$ cat config.mk
export PLATFORM = sky130hd
export DESIGN_NAME = mul_div_unit_flat
export DESIGN_NICKNAME = d
export VERILOG_FILES = /design/src/rtl/mul_div_unit_if.sv /design/src/rtl/mul_div_unit.sv /design/src/flat_wrapper.sv
export SDC_FILE = /design/constraint.sdc
export NUM_CORES = 1
export LEC_CHECK = 0
export ABC_AREA = 1
export ABC_CLOCK_PERIOD_IN_PS = 2500
export CAP_MARGIN = 20
export CORE_MARGIN = 4
export CORE_UTILIZATION = 50
export CTS_CLUSTER_SIZE = 16
export DETAILED_ROUTE_END_ITERATION = 10
export GPL_TIMING_DRIVEN = 0
export PLACE_DENSITY = 0.73
export SYNTH_ARGS = -nofsm -noshare
export SYNTH_HDL_FRONTEND = slang
export SYNTH_SLANG_ARGS = --single-unit
$ cat constraint.sdc
create_clock -name clk -period 2.5 [get_ports clk]
set_input_delay 0.375 -clock clk [delete_from_list [all_inputs] [get_ports clk]]
set_output_delay 0.375 -clock clk [all_outputs]
set_load 0.02 [all_outputs]
$ cat src/rtl/mul_div_unit_if.sv
// Handshake bundle between the EX stage and the iterative multiply/divide unit.
// Launch operands go in; busy/done status and the HI/LO registers come back.
interface mul_div_unit_if #(
    parameter int DATA_W = 32
);
    logic              start_in;
    logic [1:0]        op_in;
    logic [DATA_W-1:0] a_in;
    logic [DATA_W-1:0] b_in;
    logic              flush_in;
    logic              busy_out;
    logic              done_out;
    logic              div_by_zero_out;
    logic [DATA_W-1:0] hi_out;
    logic [DATA_W-1:0] lo_out;

    modport master (
        output start_in, op_in, a_in, b_in, flush_in,
        input  busy_out, done_out, div_by_zero_out, hi_out, lo_out
    );

    modport slave (
        input  start_in, op_in, a_in, b_in, flush_in,
        output busy_out, done_out, div_by_zero_out, hi_out, lo_out
    );
endinterface

$ cat src/rtl/mul_div_unit.sv
// Iterative MULT/MULTU/DIV/DIVU unit with HI/LO registers.
// Works on magnitudes for DATA_W iterations, then fixes signs in one extra cycle.
module mul_div_unit #(
    parameter int DATA_W = 32
) (
    input logic           clk,
    input logic           rst,
    mul_div_unit_if.slave bus
);
    localparam int CNT_W = $clog2(DATA_W) + 1;

    typedef enum logic [1:0] {IDLE, BUSY, FIX} state_t;

    state_t              state, state_nx;
    logic [CNT_W-1:0]    count;
    logic [1:0]          op;
    logic                neg_q, neg_r, dz;
    logic [DATA_W-1:0]   acc_hi, acc_lo, dvs;
    logic [DATA_W-1:0]   hi, lo;
    logic                done, dbz;
    logic                launch, last, fin;

    logic                sign_op, sa, sb;
    logic [DATA_W-1:0]   mag_a, mag_b;
    logic [DATA_W:0]     mul_sum, div_shift;
    logic [DATA_W+1:0]   div_diff;
    logic [2*DATA_W-1:0] prod;
    logic [DATA_W-1:0]   quo, rem, hi_nx, lo_nx;

    always_ff @(posedge clk) begin
        if (rst) state <= IDLE;
        else     state <= state_nx;
    end

    always_comb begin
        state_nx = state;
        unique case (state)
            IDLE: if (bus.start_in && !bus.flush_in) state_nx = BUSY;
            BUSY: begin
                if (bus.flush_in) state_nx = IDLE;
                else if (last)    state_nx = FIX;
            end
            FIX:     state_nx = IDLE;
            default: state_nx = IDLE;
        endcase
    end

    always_comb begin
        launch = (state == IDLE) && bus.start_in && !bus.flush_in;
        last   = (count == CNT_W'(DATA_W - 1));
        fin    = (state == FIX) && !bus.flush_in;
    end

    assign bus.busy_out        = (state != IDLE);
    assign bus.done_out        = done;
    assign bus.div_by_zero_out = dbz;
    assign bus.hi_out          = hi;
    assign bus.lo_out          = lo;

    always_comb begin
        sign_op = ~bus.op_in[0];
        sa      = sign_op & bus.a_in[DATA_W-1];
        sb      = sign_op & bus.b_in[DATA_W-1];
        mag_a   = sa ? -bus.a_in : bus.a_in;
        mag_b   = sb ? -bus.b_in : bus.b_in;
    end

    // Multiply: add multiplicand into upper half on LSB, shift product right.
    // Divide: shift remainder left, subtract divisor, keep if no borrow.
    always_comb begin
        mul_sum   = {1'b0, acc_hi} + (acc_lo[0] ? {1'b0, dvs} : '0);
        div_shift = {acc_hi, acc_lo[DATA_W-1]};
        div_diff  = {1'b0, div_shift} - {2'b00, dvs};
    end

    always_comb begin
        prod  = neg_q ? -{acc_hi, acc_lo} : {acc_hi, acc_lo};
        quo   = dz ? '1 : (neg_q ? -acc_lo : acc_lo);
        rem   = neg_r ? -acc_hi : acc_hi;
        hi_nx = prod[2*DATA_W-1:DATA_W];
        lo_nx = prod[DATA_W-1:0];
        unique case (1'b1)
            op[1]: begin
                hi_nx = rem;
                lo_nx = quo;
            end
            !op[1]: begin
                hi_nx = prod[2*DATA_W-1:DATA_W];
                lo_nx = prod[DATA_W-1:0];
            end
        endcase
    end

    always_ff @(posedge clk) begin
        if (rst) begin
            count  <= '0;
            op     <= '0;
            neg_q  <= 1'b0;
            neg_r  <= 1'b0;
            dz     <= 1'b0;
            acc_hi <= '0;
            acc_lo <= '0;
            dvs    <= '0;
            hi     <= '0;
            lo     <= '0;
            done   <= 1'b0;
            dbz    <= 1'b0;
        end else begin
            done <= fin;
            dbz  <= fin & dz;
            if (launch) begin
                op     <= bus.op_in;
                neg_q  <= sa ^ sb;
                neg_r  <= sa;
                dz     <= bus.op_in[1] & (bus.b_in == '0);
                acc_hi <= '0;
                acc_lo <= mag_a;
                dvs    <= mag_b;
                count  <= '0;
            end else if (state == BUSY) begin
                count <= count + CNT_W'(1);
                unique case (1'b1)
                    op[1]: begin
                        if (!div_diff[DATA_W+1]) begin
                            acc_hi <= div_diff[DATA_W-1:0];
                            acc_lo <= {acc_lo[DATA_W-2:0], 1'b1};
                        end else begin
                            acc_hi <= div_shift[DATA_W-1:0];
                            acc_lo <= {acc_lo[DATA_W-2:0], 1'b0};
                        end
                    end
                    !op[1]: {acc_hi, acc_lo} <= {mul_sum, acc_lo[DATA_W-1:1]};
                endcase
            end
            if (fin) begin
                hi <= hi_nx;
                lo <= lo_nx;
            end
        end
    end
endmodule

$ cat src/flat_wrapper.sv
// flat-port wrapper written by rule: the top's interface ports become plain ports
module mul_div_unit_flat 
#(
    parameter int DATA_W = 32
)
  (clk, rst, bus_start_in, bus_op_in, bus_a_in, bus_b_in, bus_flush_in, bus_busy_out, bus_done_out, bus_div_by_zero_out, bus_hi_out, bus_lo_out);
  mul_div_unit_if #(.DATA_W(DATA_W)) bus_i ();
  input logic clk;
  input logic rst;
  input wire logic [$bits(bus_i.start_in)-1:0] bus_start_in;
  input wire logic [$bits(bus_i.op_in)-1:0] bus_op_in;
  input wire logic [$bits(bus_i.a_in)-1:0] bus_a_in;
  input wire logic [$bits(bus_i.b_in)-1:0] bus_b_in;
  input wire logic [$bits(bus_i.flush_in)-1:0] bus_flush_in;
  output wire logic [$bits(bus_i.busy_out)-1:0] bus_busy_out;
  output wire logic [$bits(bus_i.done_out)-1:0] bus_done_out;
  output wire logic [$bits(bus_i.div_by_zero_out)-1:0] bus_div_by_zero_out;
  output wire logic [$bits(bus_i.hi_out)-1:0] bus_hi_out;
  output wire logic [$bits(bus_i.lo_out)-1:0] bus_lo_out;
  assign bus_i.start_in = bus_start_in;
  assign bus_i.op_in = bus_op_in;
  assign bus_i.a_in = bus_a_in;
  assign bus_i.b_in = bus_b_in;
  assign bus_i.flush_in = bus_flush_in;
  assign bus_busy_out = bus_i.busy_out;
  assign bus_done_out = bus_i.done_out;
  assign bus_div_by_zero_out = bus_i.div_by_zero_out;
  assign bus_hi_out = bus_i.hi_out;
  assign bus_lo_out = bus_i.lo_out;
  mul_div_unit #(.DATA_W(DATA_W)) u_core (.clk(clk), .rst(rst), .bus(bus_i));
endmodule
==> results of run 1 <==
cell usage after synthesis, types with 3 or more instances:
master and n:
and3_1 5, nor3_1 38, nand4_1 50, nor4_1 5, nor2_4 5, o32ai_1 5
nor2_1 310, o221ai_1 13, clkinv_1 3, buf_4 3, o31ai_1 4, o22ai_1 16
nand3_1 195, nor2_2 11, o211ai_1 8, o21ai_0 182, clkbuf_1 65, or2_2 6
o21ai_1 15, a221o_1 3, a2111oi_0 4, nand3_2 4, a21oi_1 177, o21ai_2 6
buf_1 10, o21a_1 23, nor3_2 4, inv_2 13, inv_1 507, ha_1 69
nand2_2 17, nand3b_1 17, nand2_1 894, buf_2 17, o21bai_1 14, a221oi_1 9
dfxtp_1 174, xor2_1 44, a31oi_1 10, and2_1 3, xnor2_1 8
how the worst max path moves through the flow:
stage	to	cells after the start	slack, ns
final	u_core.acc_hi[17]$_SDFFE_PP0P_	17	-0.19
after global routing	u_core.acc_hi[17]$_SDFFE_PP0P_	17	-0.22
after CTS	u_core.acc_hi[23]$_SDFFE_PP0P_	16	-0.03
after detailed placement	u_core.acc_hi[25]$_SDFFE_PP0P_	19	-0.81
after global placement	u_core.acc_hi[27]$_SDFFE_PP0P_	19	-0.79
after floorplan	u_core.acc_hi[13]$_SDFFE_PP0P_	17	0.07
through the flow:
stage	power, mW	worst slack (ns)
after floorplan	5.29	0.0710
after global placement	6.36	-0.793
after detailed placement	6.39	-0.805
after CTS	9.09	-0.0259
after global routing	9.85	-0.217
final	9.45	-0.192
cell families after synthesis:
| group | after synthesis |
|---|---|
| adders and majority gates | 71 |
| and+or+nand+nor | 1572 |
| AOI/OAI and AO/OA | 500 |
| DFF | 174 |
| buffers and inverters | 621 |
| xor gates and xnor gates | 52 |
layer usage:
metal  vias up  GRT usage [%]  share of wire [%]
met5         -              0                  0
met4         0           15.2                5.0
met3       254           6.81                 12
met2      1400           57.3                 41
met1      9637           56.4                 42
li1       9937              -                  -
cell type report:
type / instances / share of cell area, %
plain buffers: 97 / 2.30
clock buffers: 17 / 2.04
clock inverters: 15 / 0.715
inverters: 524 / 9.51
multi-input cells: 2195 / 57.3
flip-flops and latches: 174 / 17.3
well taps: 442 / 2.66
repair buffers: 181 / 8.20
sequential cells by signal (all words and copies together), names as in the netlist:
signal and cells:
u_core.op 1, u_core.bus.div_by_zero_out 1, u_core.state 2, u_core.dz 1, u_core.bus.lo_out 32, u_core.count 6
u_core.bus.hi_out 32, u_core.acc_lo 32, u_core.neg_r 1, u_core.bus.done_out 1, u_core.acc_hi 32, u_core.neg_q 1
u_core.dvs 32
worst max-delay path, delay by kind of cell, from the launching register on:
| kind | cells | cell delay, ns |
|---|---|---|
| buffers and inverters | 5 | 0.56 |
| DFF | 1 | 0.34 |
| AOI/OAI and AO/OA | 3 | 0.62 |
| adders and majority gates | 1 | 0.30 |
| and+or+nand+nor | 8 | 0.78 |
report_power, final:
part	switching, mW	total (mW)	internal (mW)
sequential	0.242	3.12	2.87
clock	1.38	2.71	1.33
combinational	2.44	3.62	1.18
total	4.07	9.45	5.38
repair_timing:
action / 4_1_cts / 5_1_grt
setup endpoints to repair: 40 / 84
endpoints found under the hold margin: 0 / 0
setup buffers: 10 / 35
gates resized for setup: 105 / 269
pin swaps: 7 / 63
gates cloned: 0 / 1
==> results.py, run 1 <==
metrics = {
    "cells_and_area": {
        "fin_nets": 3331,
        "post-route-cell-area_um2": 20800,
        "layout.cells.most_common": "nand2_1",
        "fin_cells": 3645,
        "fin_util_pct": 63.5,
        "mostFrequentLayoutCells": "nand2_1 (841), inv_1 (489), nor2_1 (286)",
        "drive_gt1_share_pct": 13.2,
        "n_fill_cell": 3243,
        "diodes": 0,
        "multi_input_area_um2": 11900,
        "syn_to_final_growth_pct": 24.5,
        "ff_latch_area_um2": 3600,
    },
    "synthesis": {
        "synth_warnings": 0,
        "synthMuxAreaShare_pct": 0,
        "synth_compound_area_share_pct": 17.0,
        "synth_cells": 2990,
        "synth-main-ff-cell": "dfxtp_1",
        "synth_top_cell_by_area": "dfxtp_1",
        "synth_top_family_by_area": "simple AND/OR/NAND/NOR gates",
        "synth-seq-cells": 174,
        "async_flop_share_pct": 0,
        "synth_nets": 3131,
        "synth_edf_count": 0,
        "synth_top_area_share_pct": 20.8,
        "synth_xor_xnor_area_share_pct": 2.72,
        "synth_simple_gate_area_share_pct": 39.8,
        "avgSynthCellArea_um2": 5.60,
        "synth_cell_type_count": 58,
        "yosysSeqAreaShare_pct": 20.8,
        "synthTopCellsByArea": "dfxtp_1 (21%), nand2_1 (20%), inv_1 (11%), nor2_1 (7.0%), nand3_1 (5.8%)",
        "synthAdderAreaFrac_pct": 5.40,
        "syn_area_um2": 16700,
    },
    "min_path": {
        "hold_start": "u_core.count[1]$_SDFFE_PP0P_",
        "whs_path_depth": 2,
        "hold_path.class": "reg2reg",
        "worstHoldEndpoint": "u_core.count[1]$_SDFFE_PP0P_",
    },
    "worst_setup_path": {
        "startpoint": "u_core.acc_lo[0]$_SDFFE_PP0P_",
        "rr_endpoint": "u_core.acc_hi[17]$_SDFFE_PP0P_",
        "cp_max_fo": 6,
        "critical_path_required_ns": 2.87,
        "start_kind": "flip-flop",
        "cpPeakStageDelay_ns": 0.34,
        "r2r-start": "u_core.acc_lo[0]$_SDFFE_PP0P_",
        "crit_top_cell": "nand2_1",
        "crit_path_end_kind": "flip-flop",
        "cp.arrival_ns": 3.07,
        "cp_cell_sequence": "buf_8 > buf_8 > buf_6 > nand2_1 > inv_1 > ha_4 > a21oi_4 > o21ai_0 > nand2_1 > nand2_1 > inv_1 > nand3_1 > nand2_1 > nand2_1 > o21ai_2 > nor2_1 > nor2_1",
        "crit_path_top_delay_cell": "dfxtp_2",
        "rr_worst_depth": 17,
        "r2r_slack_ns": -0.19,
        "crit_type": "reg2reg",
    },
    "global_routing": {
        "grt_pass1_vias": 18463,
        "grt_max_degree": 19,
        "antenna_found_initial": 0,
        "overflow": 0,
        "track_usage_pct": 38.9,
        "grt_first_pass_wirelength_mm": 109,
    },
    "power_and_ir_drop": {
        "p_leak_nw": 10.2,
        "cellPowerDensity_nw_per_um2": 454,
        "ir_worst_vdd_mv": 0.510,
    },
    "route": {
        "drtIter0Drc": 2742,
        "viasPerCell": 5.82,
        "drtPass1Iterations": 6,
        "drc": 0,
        "ant_nets": 0,
        "vias": 21228,
        "routed_wl_mm": 74.8,
        "routedWlPerCell_um": 20.5,
    },
    "sta": {
        "finalCritPeriodShare_pct": 108,
        "slew_headroom_pct": 33.9,
        "tightest_slew_ns": 0.992,
        "min_period_ns": 2.69,
        "finalMaxSlewViolations": 0,
        "max_freq_mhz": 371,
        "finalSetupViolations": 3,
        "hold_viol_final": 0,
        "fin_ws_ns": -0.192,
        "rsz0062_at_grt": "true",
        "fin_setup_tns_ns": -0.278,
        "whs_ns": 0.506,
        "finClkSkew_ns": 0.0186,
    },
    "placed_design": {
        "dp_hpwl_mm": 59.3,
        "io_buffers": 135,
        "place_area_um2": 18600,
        "gp_congestion": 1.07,
        "dp_cells": 3567,
    },
    "floorplan": {
        "die_w_um": 191,
        "io_pins": 137,
        "initial_core_util_pct": 51.0,
        "rows": 66,
        "die_h_um": 191,
        "core_area_um2": 32800,
        "die_area_um2": 36500,
    },
    "clock_network": {
        "clock_sinks": 174,
        "numCtsBuffers": 17,
        "cts_tree": "yes",
        "clk_pin_slew_ns": 0.08,
        "cts_max_path_buffers": 2,
        "htreeDepth": 4,
        "cts_hold_buf": 0,
        "cts_root_buf": "clkbuf_16",
        "clock_latency_ns": 0.45,
    },
    "status": {
        "status": "finished, violations left",
        "violations": "negative setup slack",
    },
    "flow_run": {
        "drv_cap": 0,
    },
}
Note: power is estimated with default switching activity, not from simulation.
==> inputs of run 2 (changes only) <==
--- a/config.mk
+++ b/config.mk
@@ -6,8 +6,7 @@
 export NUM_CORES = 1
 export LEC_CHECK = 0
 export ABC_AREA = 1
-export ABC_CLOCK_PERIOD_IN_PS = 2500
-export CAP_MARGIN = 20
+export ABC_CLOCK_PERIOD_IN_PS = 2400
 export CORE_MARGIN = 4
 export CORE_UTILIZATION = 50
 export CTS_CLUSTER_SIZE = 16
==> constraint.sdc (replaced) <==
create_clock -name clk -period 2.4 [get_ports clk]
set_input_delay 0.36 -clock clk [delete_from_list [all_inputs] [get_ports clk]]
set_output_delay 0.36 -clock clk [all_outputs]
set_load 0.02 [all_outputs]
==> run 2 against run 1 <==
Largest cell class unchanged. Via count down 0.29%. Critical path depth is 1 lower. Die area is the same. Combinational power up 6.1%. Global-route usage increased by 0.37 points. Worst setup slack better by 0.18 ns. The run still ends with negative setup slack left. Power up 6.9%. Routed wire length grew 0.50%. Cell area grew 1.5%. First-iteration DRC count grew 1.7%. Clock-buffer cell count rose by 5.
==> results.py, run 2 (synthesized netlist as in run 1, its figures left out) <==
metrics = {
    "global_routing": {
        "antenna_found_initial": 1,
        "track_usage_pct": 39.3,
        "overflow": 0,
        "grt_pass1_vias": 19084,
        "grt_first_pass_wirelength_mm": 110,
        "grt_max_degree": 17,
    },
    "worst_setup_path": {
        "critical_path_required_ns": 2.74,
        "r2r_slack_ns": -0.01,
        "cp.arrival_ns": 2.75,
        "critical_path_buf_inv_count": 3,
        "crit_path_end_kind": "flip-flop",
        "cp_cell_sequence": "clkbuf_16 > nand2_4 > inv_2 > ha_4 > fa_2 > nand2_4 > o21ai_4 > nand2_2 > nand2_4 > nand2_1 > nand3_2 > nand2_1 > nand3_2 > nand4_1 > nand2_1 > inv_1",
        "cpPeakStageDelay_ns": 0.45,
        "rr_endpoint": "u_core.acc_hi[23]$_SDFFE_PP0P_",
        "crit_path_top_delay_cell": "dfxtp_4",
        "start_kind": "flip-flop",
        "r2r-start": "u_core.acc_lo[0]$_SDFFE_PP0P_",
        "rr_worst_depth": 16,
        "cp_top_family": "simple AND/OR/NAND/NOR gates",
        "crit_type": "reg2reg",
        "cp_max_fo": 7,
    },
    "min_path": {
        "hold_path.class": "reg2reg",
        "worstHoldEndpoint": "u_core.count[1]$_SDFFE_PP0P_",
        "hold_start": "u_core.count[1]$_SDFFE_PP0P_",
        "whs_path_depth": 2,
    },
    "route": {
        "viasPerCell": 5.81,
        "routedWlPerCell_um": 20.6,
        "vias": 21166,
        "drtPass1Iterations": 6,
        "drc": 0,
        "ant_nets": 0,
        "drtIter0Drc": 2788,
        "routed_wl_mm": 75.2,
    },
    "placed_design": {
        "io_buffers": 135,
        "place_area_um2": 18600,
        "gp_congestion": 1.07,
        "dp_hpwl_mm": 58.9,
    },
    "sta": {
        "finalCritPeriodShare_pct": 101,
        "max_freq_mhz": 414,
        "slew_headroom_pct": 37.6,
        "hold_viol_final": 0,
        "finalMaxSlewViolations": 0,
        "tightest_slew_ns": 0.936,
        "min_period_ns": 2.41,
        "finClkSkew_ns": 0.0140,
        "fin_ws_ns": -0.0140,
        "rsz0062_at_grt": "true",
        "whs_ns": 0.502,
        "finalSetupViolations": 1,
    },
    "clock_network": {
        "clock_latency_ns": 0.45,
        "cts_hold_buf": 0,
        "cts_max_path_buffers": 2,
        "clock_sinks": 174,
        "htreeDepth": 4,
        "clk_pin_slew_ns": 0.07,
        "numCtsBuffers": 17,
        "cts_root_buf": "clkbuf_16",
        "cts_tree": "yes",
    },
    "status": {
        "status": "finished, violations left",
        "violations": "negative setup slack",
    },
    "floorplan": {
        "initial_core_util_pct": 51.0,
        "die_w_um": 191,
        "rows": 66,
        "die_area_um2": 36500,
        "die_h_um": 191,
        "io_pins": 137,
        "core_area_um2": 32800,
    },
    "power_and_ir_drop": {
        "ir_worst_vdd_mv": 0.503,
        "p_leak_nw": 10.3,
        "cellPowerDensity_nw_per_um2": 478,
        "p_total_mw": 10.1,
    },
    "cells_and_area": {
        "n_fill_cell": 3156,
        "drive_gt1_share_pct": 14.8,
        "layout.cells.most_common": "nand2_1",
        "post-route-cell-area_um2": 21100,
        "diodes": 0,
        "syn_to_final_growth_pct": 26.3,
        "mostFrequentLayoutCells": "nand2_1 (831), inv_1 (488), nor2_1 (277)",
        "fin_nets": 3326,
    },
    "flow_run": {
        "drv_cap": 0,
    },
}
## run 2: changes by cell type in the layout (fill, tap and decap cells not counted), sizes merged
cell and delta:
clkinv -6, clkbuf +5, buf -4, bufinv +2
clkdlybuf4s15 -1, inv -1
## run 2: report_power, final
part	switching, mW	internal, mW	leakage [nW]
clock network	1.34	1.67	0.296
logic	2.56	1.28	8.52
registers	0.272	2.99	1.45
## run 2: tightest hold or removal path: stages (launching register included)
cell     delay, ns
dfxtp_1       0.33
nand2_1       0.07
a21oi_1       0.05
## run 2: cell type report
cell class | instances | area (um2) | area share (%)
inverter | 524 | 1980 | 9.35
clock buffer | 22 | 484 | 2.29
timing repair buffer | 178 | 1690 | 7.97
buffer | 95 | 457 | 2.16
multi-input combinational | 2195 | 12200 | 57.8
tap | 442 | 553 | 2.62
sequential | 174 | 3630 | 17.2
clock inverter | 10 | 126 | 0.598
## run 2: metal layers
metal	up-vias	part of all wire [%]	global-route usage [%]
met2	1382	42	59.1
met5	-	0.0080	0
met4	2	4.5	14.8
li1	9926	-	-
met3	242	13	8.29
met1	9614	41	55.3
## run 2: how the worst max path moves through the flow
stage | start | to | slack (ns) | cells past startpoint
3_3_place_gp | bus_flush_in | u_core.bus.hi_out[20]$_SDFFE_PP0P_ | -0.77 | 7
4_1_cts | u_core.acc_lo[0]$_SDFFE_PP0P_ | u_core.acc_hi[13]$_SDFFE_PP0P_ | -0.1 | 16
6_report | u_core.acc_lo[0]$_SDFFE_PP0P_ | u_core.acc_hi[23]$_SDFFE_PP0P_ | -0.01 | 16
2_1_floorplan | u_core.acc_lo[0]$_SDFFE_PP0P_ | u_core.acc_hi[13]$_SDFFE_PP0P_ | 0.006 | 17
3_5_place_dp | u_core.acc_lo[0]$_SDFFE_PP0P_ | u_core.acc_hi[27]$_SDFFE_PP0P_ | -0.78 | 19
5_1_grt | u_core.acc_lo[0]$_SDFFE_PP0P_ | u_core.acc_hi[17]$_SDFFE_PP0P_ | -0.12 | 16
## run 2: timing repair
| item | CTS | global route |
|---|---|---|
| cloned | 0 | 1 |
| setup endpoints to repair | 70 | 71 |
| buffers inserted | 16 | 26 |
| pin swaps | 17 | 63 |
| endpoints found under the hold margin | 0 | 0 |
| gates resized for setup | 185 | 250 |
## run 2: stage by stage
step / setup slack [ns] / instances / utilization [%] / setup TNS [ns]
global route: -0.120 / 3640 / 64.5 / -0.706
CTS: -0.0966 / 3615 / 61.1 / -0.409
global placement: -0.771 / 3567 / 56.8 / -49.79
detailed placement: -0.776 / 3567 / 56.8 / -53.03
floorplan: 0.00588 / 2990 / - / 0
finish: -0.0140 / 3640 / 64.5 / -0.0140
